==> config.mk <==
export PLATFORM = sky130hd
export DESIGN_NAME = dht11_responder
export DESIGN_NICKNAME = d
export VERILOG_FILES = /design/src/rtl/dht11_responder.sv
export SDC_FILE = /design/constraint.sdc
export NUM_CORES = 1
export LEC_CHECK = 0
export BUFFER_PORTS_ARGS = -buffer_cell sky130_fd_sc_hd__buf_2
export CAP_MARGIN = 20
export CORE_MARGIN = 2
export CORE_UTILIZATION = 55
export CTS_CLUSTER_SIZE = 10
export DETAILED_ROUTE_END_ITERATION = 8
export GPL_ROUTABILITY_DRIVEN = 0
export PLACE_DENSITY_LB_ADDON = 0.2
export SLEW_MARGIN = 20
export SYNTH_ARGS = -nofsm -noshare
export SYNTH_HDL_FRONTEND = slang
export SYNTH_SLANG_ARGS = --single-unit
==> constraint.sdc <==
create_clock -name CLK -period 8.45 [get_ports CLK]
set_input_delay 0.4225 -clock CLK [delete_from_list [all_inputs] [get_ports CLK]]
set_output_delay 0.4225 -clock CLK [all_outputs]
set_load 0.03 [all_outputs]
==> src/rtl/dht11_responder.sv <==
// dht11_responder: sensor side of the DHT11 single-wire protocol.
// Waits for a host start pulse, answers with the response preamble and then
// serialises a 40-bit frame (4 data bytes + checksum) MSB first by pulse width.
// The bus is open-drain: DHT_oe=1 pulls the line low, DHT_oe=0 releases it.
module dht11_responder #(
    parameter int unsigned START_MIN_CYC = 32'd1800000,
    parameter int unsigned TURN_CYC      = 32'd3000,
    parameter int unsigned RESP_LOW_CYC  = 32'd8000,
    parameter int unsigned RESP_HIGH_CYC = 32'd8000,
    parameter int unsigned BIT_LOW_CYC   = 32'd5000,
    parameter int unsigned BIT0_HIGH_CYC = 32'd2700,
    parameter int unsigned BIT1_HIGH_CYC = 32'd7000,
    parameter int unsigned CNT_W         = 32'd22
) (
    input  logic       CLK,
    input  logic       RST,
    input  logic       DHT_in,
    output logic       DHT_oe,
    input  logic       enable,
    input  logic [7:0] hum_int,
    input  logic [7:0] hum_float,
    input  logic [7:0] tmp_int,
    input  logic [7:0] tmp_float,
    input  logic       bad_sum,
    output logic       busy,
    output logic       done,
    output logic       bus_err
);

    typedef enum logic [2:0] {
        S_IDLE      = 3'd0,
        S_HOST_LOW  = 3'd1,
        S_TURN      = 3'd2,
        S_RESP_LOW  = 3'd3,
        S_RESP_HIGH = 3'd4,
        S_BIT_LOW   = 3'd5,
        S_BIT_HIGH  = 3'd6,
        S_END_LOW   = 3'd7
    } state_t;

    // Terminal counts: a phase of N cycles ends on the cycle whose count is N-1.
    localparam logic [CNT_W-1:0] START_MIN_C    = CNT_W'(START_MIN_CYC);
    localparam logic [CNT_W-1:0] TURN_LAST      = CNT_W'(TURN_CYC - 32'd1);
    localparam logic [CNT_W-1:0] RESP_LOW_LAST  = CNT_W'(RESP_LOW_CYC - 32'd1);
    localparam logic [CNT_W-1:0] RESP_HIGH_LAST = CNT_W'(RESP_HIGH_CYC - 32'd1);
    localparam logic [CNT_W-1:0] BIT_LOW_LAST   = CNT_W'(BIT_LOW_CYC - 32'd1);
    localparam logic [CNT_W-1:0] BIT0_LAST      = CNT_W'(BIT0_HIGH_CYC - 32'd1);
    localparam logic [CNT_W-1:0] BIT1_LAST      = CNT_W'(BIT1_HIGH_CYC - 32'd1);
    // Our own release needs two sync cycles to show up; the first four cycles
    // of a released phase are therefore not treated as a collision.
    localparam logic [CNT_W-1:0] COLL_GUARD     = CNT_W'(32'd4);

    // Frame checksum: byte sum modulo 256, optionally inverted to inject errors.
    function automatic logic [7:0] frame_checksum(
        input logic [7:0] b0,
        input logic [7:0] b1,
        input logic [7:0] b2,
        input logic [7:0] b3,
        input logic       invert
    );
        logic [7:0] sum;
        sum = b0 + b1 + b2 + b3;
        return invert ? ~sum : sum;
    endfunction

    logic             sync1_q, sync2_q;
    logic             synced_s;
    state_t           state_q, state_d;
    logic [CNT_W-1:0] cnt_q, cnt_d;
    logic [39:0]      shift_q, shift_d;
    logic [5:0]       bit_idx_q, bit_idx_d;
    logic             oe_q, oe_d;
    logic             busy_q, busy_d;
    logic             done_q, done_d;
    logic             bus_err_q, bus_err_d;
    logic             collide_s;
    logic [CNT_W-1:0] bit_last_s;

    assign synced_s   = sync2_q;
    assign collide_s  = (cnt_q >= COLL_GUARD) && !synced_s;
    assign bit_last_s = shift_q[39] ? BIT1_LAST : BIT0_LAST;

    assign DHT_oe  = oe_q;
    assign busy    = busy_q;
    assign done    = done_q;
    assign bus_err = bus_err_q;

    // Two-flop synchronizer for the asynchronous bus level; idles high like the pulled-up bus.
    always_ff @(posedge CLK) begin
        if (RST) begin
            sync1_q <= 1'b1;
            sync2_q <= 1'b1;
        end else begin
            sync1_q <= DHT_in;
            sync2_q <= sync1_q;
        end
    end

    // State, phase counter, frame shift register and registered outputs.
    always_ff @(posedge CLK) begin
        if (RST) begin
            state_q   <= S_IDLE;
            cnt_q     <= '0;
            shift_q   <= 40'd0;
            bit_idx_q <= 6'd0;
            oe_q      <= 1'b0;
            busy_q    <= 1'b0;
            done_q    <= 1'b0;
            bus_err_q <= 1'b0;
        end else begin
            state_q   <= state_d;
            cnt_q     <= cnt_d;
            shift_q   <= shift_d;
            bit_idx_q <= bit_idx_d;
            oe_q      <= oe_d;
            busy_q    <= busy_d;
            done_q    <= done_d;
            bus_err_q <= bus_err_d;
        end
    end

    // Next-state logic: phase sequencing, frame latch/shift and event pulses.
    always_comb begin
        state_d   = state_q;
        shift_d   = shift_q;
        bit_idx_d = bit_idx_q;
        done_d    = 1'b0;
        bus_err_d = 1'b0;
        case (state_q)
            S_IDLE: begin
                if (enable && !synced_s) begin
                    state_d = S_HOST_LOW;
                end else begin
                    state_d = S_IDLE;
                end
            end
            S_HOST_LOW: begin
                if (synced_s) begin
                    if (cnt_q >= START_MIN_C) begin
                        state_d = S_TURN;
                    end else begin
                        state_d = S_IDLE;
                    end
                end else begin
                    state_d = S_HOST_LOW;
                end
            end
            S_TURN: begin
                if (cnt_q == TURN_LAST) begin
                    shift_d   = {hum_int, hum_float, tmp_int, tmp_float,
                                 frame_checksum(hum_int, hum_float, tmp_int, tmp_float, bad_sum)};
                    bit_idx_d = 6'd0;
                    state_d   = S_RESP_LOW;
                end else begin
                    state_d = S_TURN;
                end
            end
            S_RESP_LOW: begin
                if (cnt_q == RESP_LOW_LAST) begin
                    state_d = S_RESP_HIGH;
                end else begin
                    state_d = S_RESP_LOW;
                end
            end
            S_RESP_HIGH: begin
                if (collide_s) begin
                    bus_err_d = 1'b1;
                    state_d   = S_IDLE;
                end else if (cnt_q == RESP_HIGH_LAST) begin
                    state_d = S_BIT_LOW;
                end else begin
                    state_d = S_RESP_HIGH;
                end
            end
            S_BIT_LOW: begin
                if (cnt_q == BIT_LOW_LAST) begin
                    state_d = S_BIT_HIGH;
                end else begin
                    state_d = S_BIT_LOW;
                end
            end
            S_BIT_HIGH: begin
                if (collide_s) begin
                    bus_err_d = 1'b1;
                    state_d   = S_IDLE;
                end else if (cnt_q == bit_last_s) begin
                    shift_d   = {shift_q[38:0], 1'b0};
                    bit_idx_d = bit_idx_q + 6'd1;
                    if (bit_idx_q == 6'd39) begin
                        state_d = S_END_LOW;
                    end else begin
                        state_d = S_BIT_LOW;
                    end
                end else begin
                    state_d = S_BIT_HIGH;
                end
            end
            S_END_LOW: begin
                if (cnt_q == BIT_LOW_LAST) begin
                    done_d  = 1'b1;
                    state_d = S_IDLE;
                end else begin
                    state_d = S_END_LOW;
                end
            end
            default: begin
                state_d = S_IDLE;
            end
        endcase
    end

    // Phase counter: restarts on every state change, otherwise counts up and saturates.
    always_comb begin
        cnt_d = cnt_q;
        if (state_d != state_q) begin
            cnt_d = '0;
        end else if (&cnt_q) begin
            cnt_d = cnt_q;
        end else begin
            cnt_d = cnt_q + CNT_W'(1);
        end
    end

    // Outputs decoded from the next state so they register in step with it.
    always_comb begin
        oe_d   = 1'b0;
        busy_d = 1'b0;
        case (state_d)
            S_RESP_LOW, S_BIT_LOW, S_END_LOW: begin
                oe_d   = 1'b1;
                busy_d = 1'b1;
            end
            S_RESP_HIGH, S_BIT_HIGH: begin
                oe_d   = 1'b0;
                busy_d = 1'b1;
            end
            default: begin
                oe_d   = 1'b0;
                busy_d = 1'b0;
            end
        endcase
    end

endmodule

==> flow_metrics.tcl <==
set metrics [dict create \
    cap_violations 0 \
    min_period_over_period_pct 35.72 \
    p_leak_nw 1.798 \
    worst_ep_arrival_time_ps 3270 \
    hold_class "input port to flip-flop" \
    synthArstFlopShare_pct 0 \
    hpwl_um 7536 \
    finClkSkew_ps 10.87 \
    cts_buffers 9 \
    drt_iter0_markers 225 \
    cts_root_buf "clkbuf_8" \
    max_slew_margin_pct 36.40 \
    dr.pass1.iters 5 \
    start_util_pct 57.00 \
    power_density_mw_per_mm2 169.3 \
    cts_resized 0 \
    vias 4102 \
    clk_pin_slew_ps 80 \
    finalInstanceArea_mm2 0.005099 \
    crit_fanout 2 \
    cts_setup_buffers 0 \
    yosys_warnings 0 \
    syn_area_mm2 0.004683 \
    wirelength_um 10900 \
    core_area_mm2 0.008217 \
    grt_pass1_vias 3725 \
    grt_antenna_before_repair 0 \
    track_usage_pct 25.02 \
    ctsHoldBuffers 0 \
    die_w_um 96.28 \
    ios 41 \
    ant_nets 0 \
    dp.cells 648 \
    fin_tns_setup_ps 0 \
    rows 33 \
    synthDistinctLibCells 61 \
    nets 615 \
    multiInputGateArea_mm2 0.002908 \
    path_class "input port to flip-flop" \
    synth-edff-count 0 \
    dieArea_mm2 0.009269 \
    finalMaxSlewViolations 0 \
    status "finished clean" \
    syn_inst 542 \
    ys_seq_area_share_pct 32.91 \
    setup_violations 0 \
    hold_viol_final 0 \
    syn2layout_area_growth_pct 8.870 \
    clock_path_buffers 2 \
    h-tree-depth 3 \
    fmax_mhz 331.3 \
    yosys_register_bits 77 \
    power.total_mw 0.8630 \
    place_ws_ps 5119 \
    placed_area_mm2 0.004842 \
    drive_above_1_share_pct 17.17 \
    fin_ws_ps 5432 \
    via_per_inst 6.178 \
    yosys_most_used_dff "dfxtp_1" \
    final_core_util_pct 62.05 \
    startpoint_type "input port" \
    synth_nets 603 \
    instances_no_fill 664 \
    fin_crit_ps 3018 \
    nFillCells 702 \
    rsz0062_at_grt "no" \
    synth.avg_cell_area_um2 8.641 \
    cts_sinks 77 \
    regArea_mm2 0.001541 \
    tightest_slew_ps 954.0 \
    io_buffers 40 \
    grt_max_degree 73 \
    grt_first_pass_wirelength_um 18170 \
    drcViolationCount 0 \
    n_antenna_cell 0 \
    cp.required_ps 8710 \
    crit_path_end_kind "flip-flop" \
    wl_per_cell_um 16.42 \
    die_h_um 96.28 \
    whs_ps 251.7 \
    clock_latency_ps 350 \
    irDropWorstVdd_mv 0.1332 \
    cts_tree "done" \
    grt.overflow.total 0 \
]
[final cells by class]
| type | instances | share of cell area (%) |
|---|---|---|
| Clock buffer | 10 | 2.699 |
| Clock inverter | 6 | 2.135 |
| Inverter | 9 | 0.6626 |
| Multi-Input combinational cell | 412 | 57.03 |
| Sequential cell | 77 | 30.23 |
| Tap cell | 105 | 2.577 |
| Timing Repair Buffer | 45 | 4.663 |
[worst paths after layout]
| kind | startpoint | to | slack (ps) | depth (start not counted) |
|---|---|---|---|---|
| max | hum_int[1] | shift_q[7] | 5430 | 11 |
| min | DHT_in | sync1_q | 250 | 2 |
| max reg2reg | cnt_q[0] | bit_idx_q[5] | 5650 | 7 |
| min reg2reg | sync1_q | sync2_q | 420 | 1 |
[logic make-up (layout without fill, tap and decap cells)]
kind of cell / Yosys count / after routing / synth area share (%)
simple gates: 249 / 249 / 29.84
compound gates: 102 / 102 / 16.27
flops: 77 / 77 / 32.91
buf+inv: 53 / 70 / 5.343
xor+xnor: 35 / 35 / 6.546
fa+ha+maj: 24 / 24 / 8.656
mux: 2 / 2 / 0.4275
[sequential cells by signal, indices dropped and copies added (netlist names)]
register   flops
DHT_oe         1
bit_idx_q      6
bus_err        1
busy           1
cnt_q         22
done           1
shift_q       40
state_q        3
sync1_q        1
sync2_q        1
[Yosys cell counts, types with 3 or more instances]
master	n	area, µm²
o21ai_0	11	55.05
a311oi_1	32	280.3
nor4_2	21	262.8
nor3_1	8	40.04
or3_1	6	37.54
a31oi_1	3	18.77
nand4_1	13	81.33
inv_1	7	26.28
nand4b_1	4	35.03
and3b_1	4	35.03
clkbuf_1	26	97.59
ha_1	10	125.1
dfxtp_1	77	1541
xor2_1	15	131.4
or2_2	3	18.77
o211ai_1	6	45.04
nor4_1	6	37.54
a22oi_1	3	22.52
a21oi_1	20	100.1
nor2b_1	4	25.02
nor4b_1	3	26.28
xnor2_1	20	175.2
buf_2	11	55.05
nor2_1	48	180.2
and3_1	8	50.05
and4_1	3	26.28
nand2_1	92	345.3
fa_1	14	280.3
a211oi_1	5	37.54
buf_6	4	45.04
nand3_1	14	70.07
[layout by cell type (no fill, tap or decap), types with 3 or more instances in the layout]
| master | n |
|---|---|
| fa_1 | 14 |
| buf_2 | 40 |
| dfxtp_1 | 77 |
| nand3_1 | 14 |
| xnor2_1 | 20 |
| nor4b_1 | 3 |
| nand2_1 | 92 |
| nor2b_1 | 4 |
| inv_1 | 7 |
| a211oi_1 | 5 |
| and3b_1 | 4 |
| or2_2 | 3 |
| nor4_2 | 21 |
| nor2_1 | 48 |
| nand4b_1 | 4 |
| ha_1 | 10 |
| nor3_1 | 7 |
| nand4_1 | 13 |
| or3_1 | 6 |
| o211ai_1 | 6 |
| clkbuf_8 | 10 |
| a311oi_1 | 32 |
| nor4_1 | 6 |
| buf_4 | 5 |
| and4_1 | 3 |
| a21oi_1 | 20 |
| bufinv_16 | 3 |
| xor2_1 | 15 |
| o21ai_0 | 11 |
| a31oi_1 | 3 |
| and3_1 | 8 |
| a22oi_1 | 3 |
[where the power goes]
group	switching [mW]	leakage (nW)	internal, mW
sequential	0.00286	0.621	0.364
clock	0.141	0.127	0.204
combinational	0.0807	1.05	0.0700
total	0.224	1.80	0.639
[critical path, cell delays in order]
cell      delay (ps)
buf_2            120
fa_1             570
fa_1             440
ha_1             240
fa_1             400
a21o_1           170
a21oi_1          250
o21ai_0          160
xnor2_1          170
mux2i_1           90
a211oi_1         240
[routing by layer]
layer | track usage, % | up-vias | wire length, µm
met5 | 0 | - | 0
met4 | 8.452 | 0 | 177
met3 | 3.759 | 16 | 561
met2 | 35.30 | 126 | 4935
met1 | 38.50 | 1968 | 5230
li1 | - | 1992 | -
(Power assumes the default switching activity.)
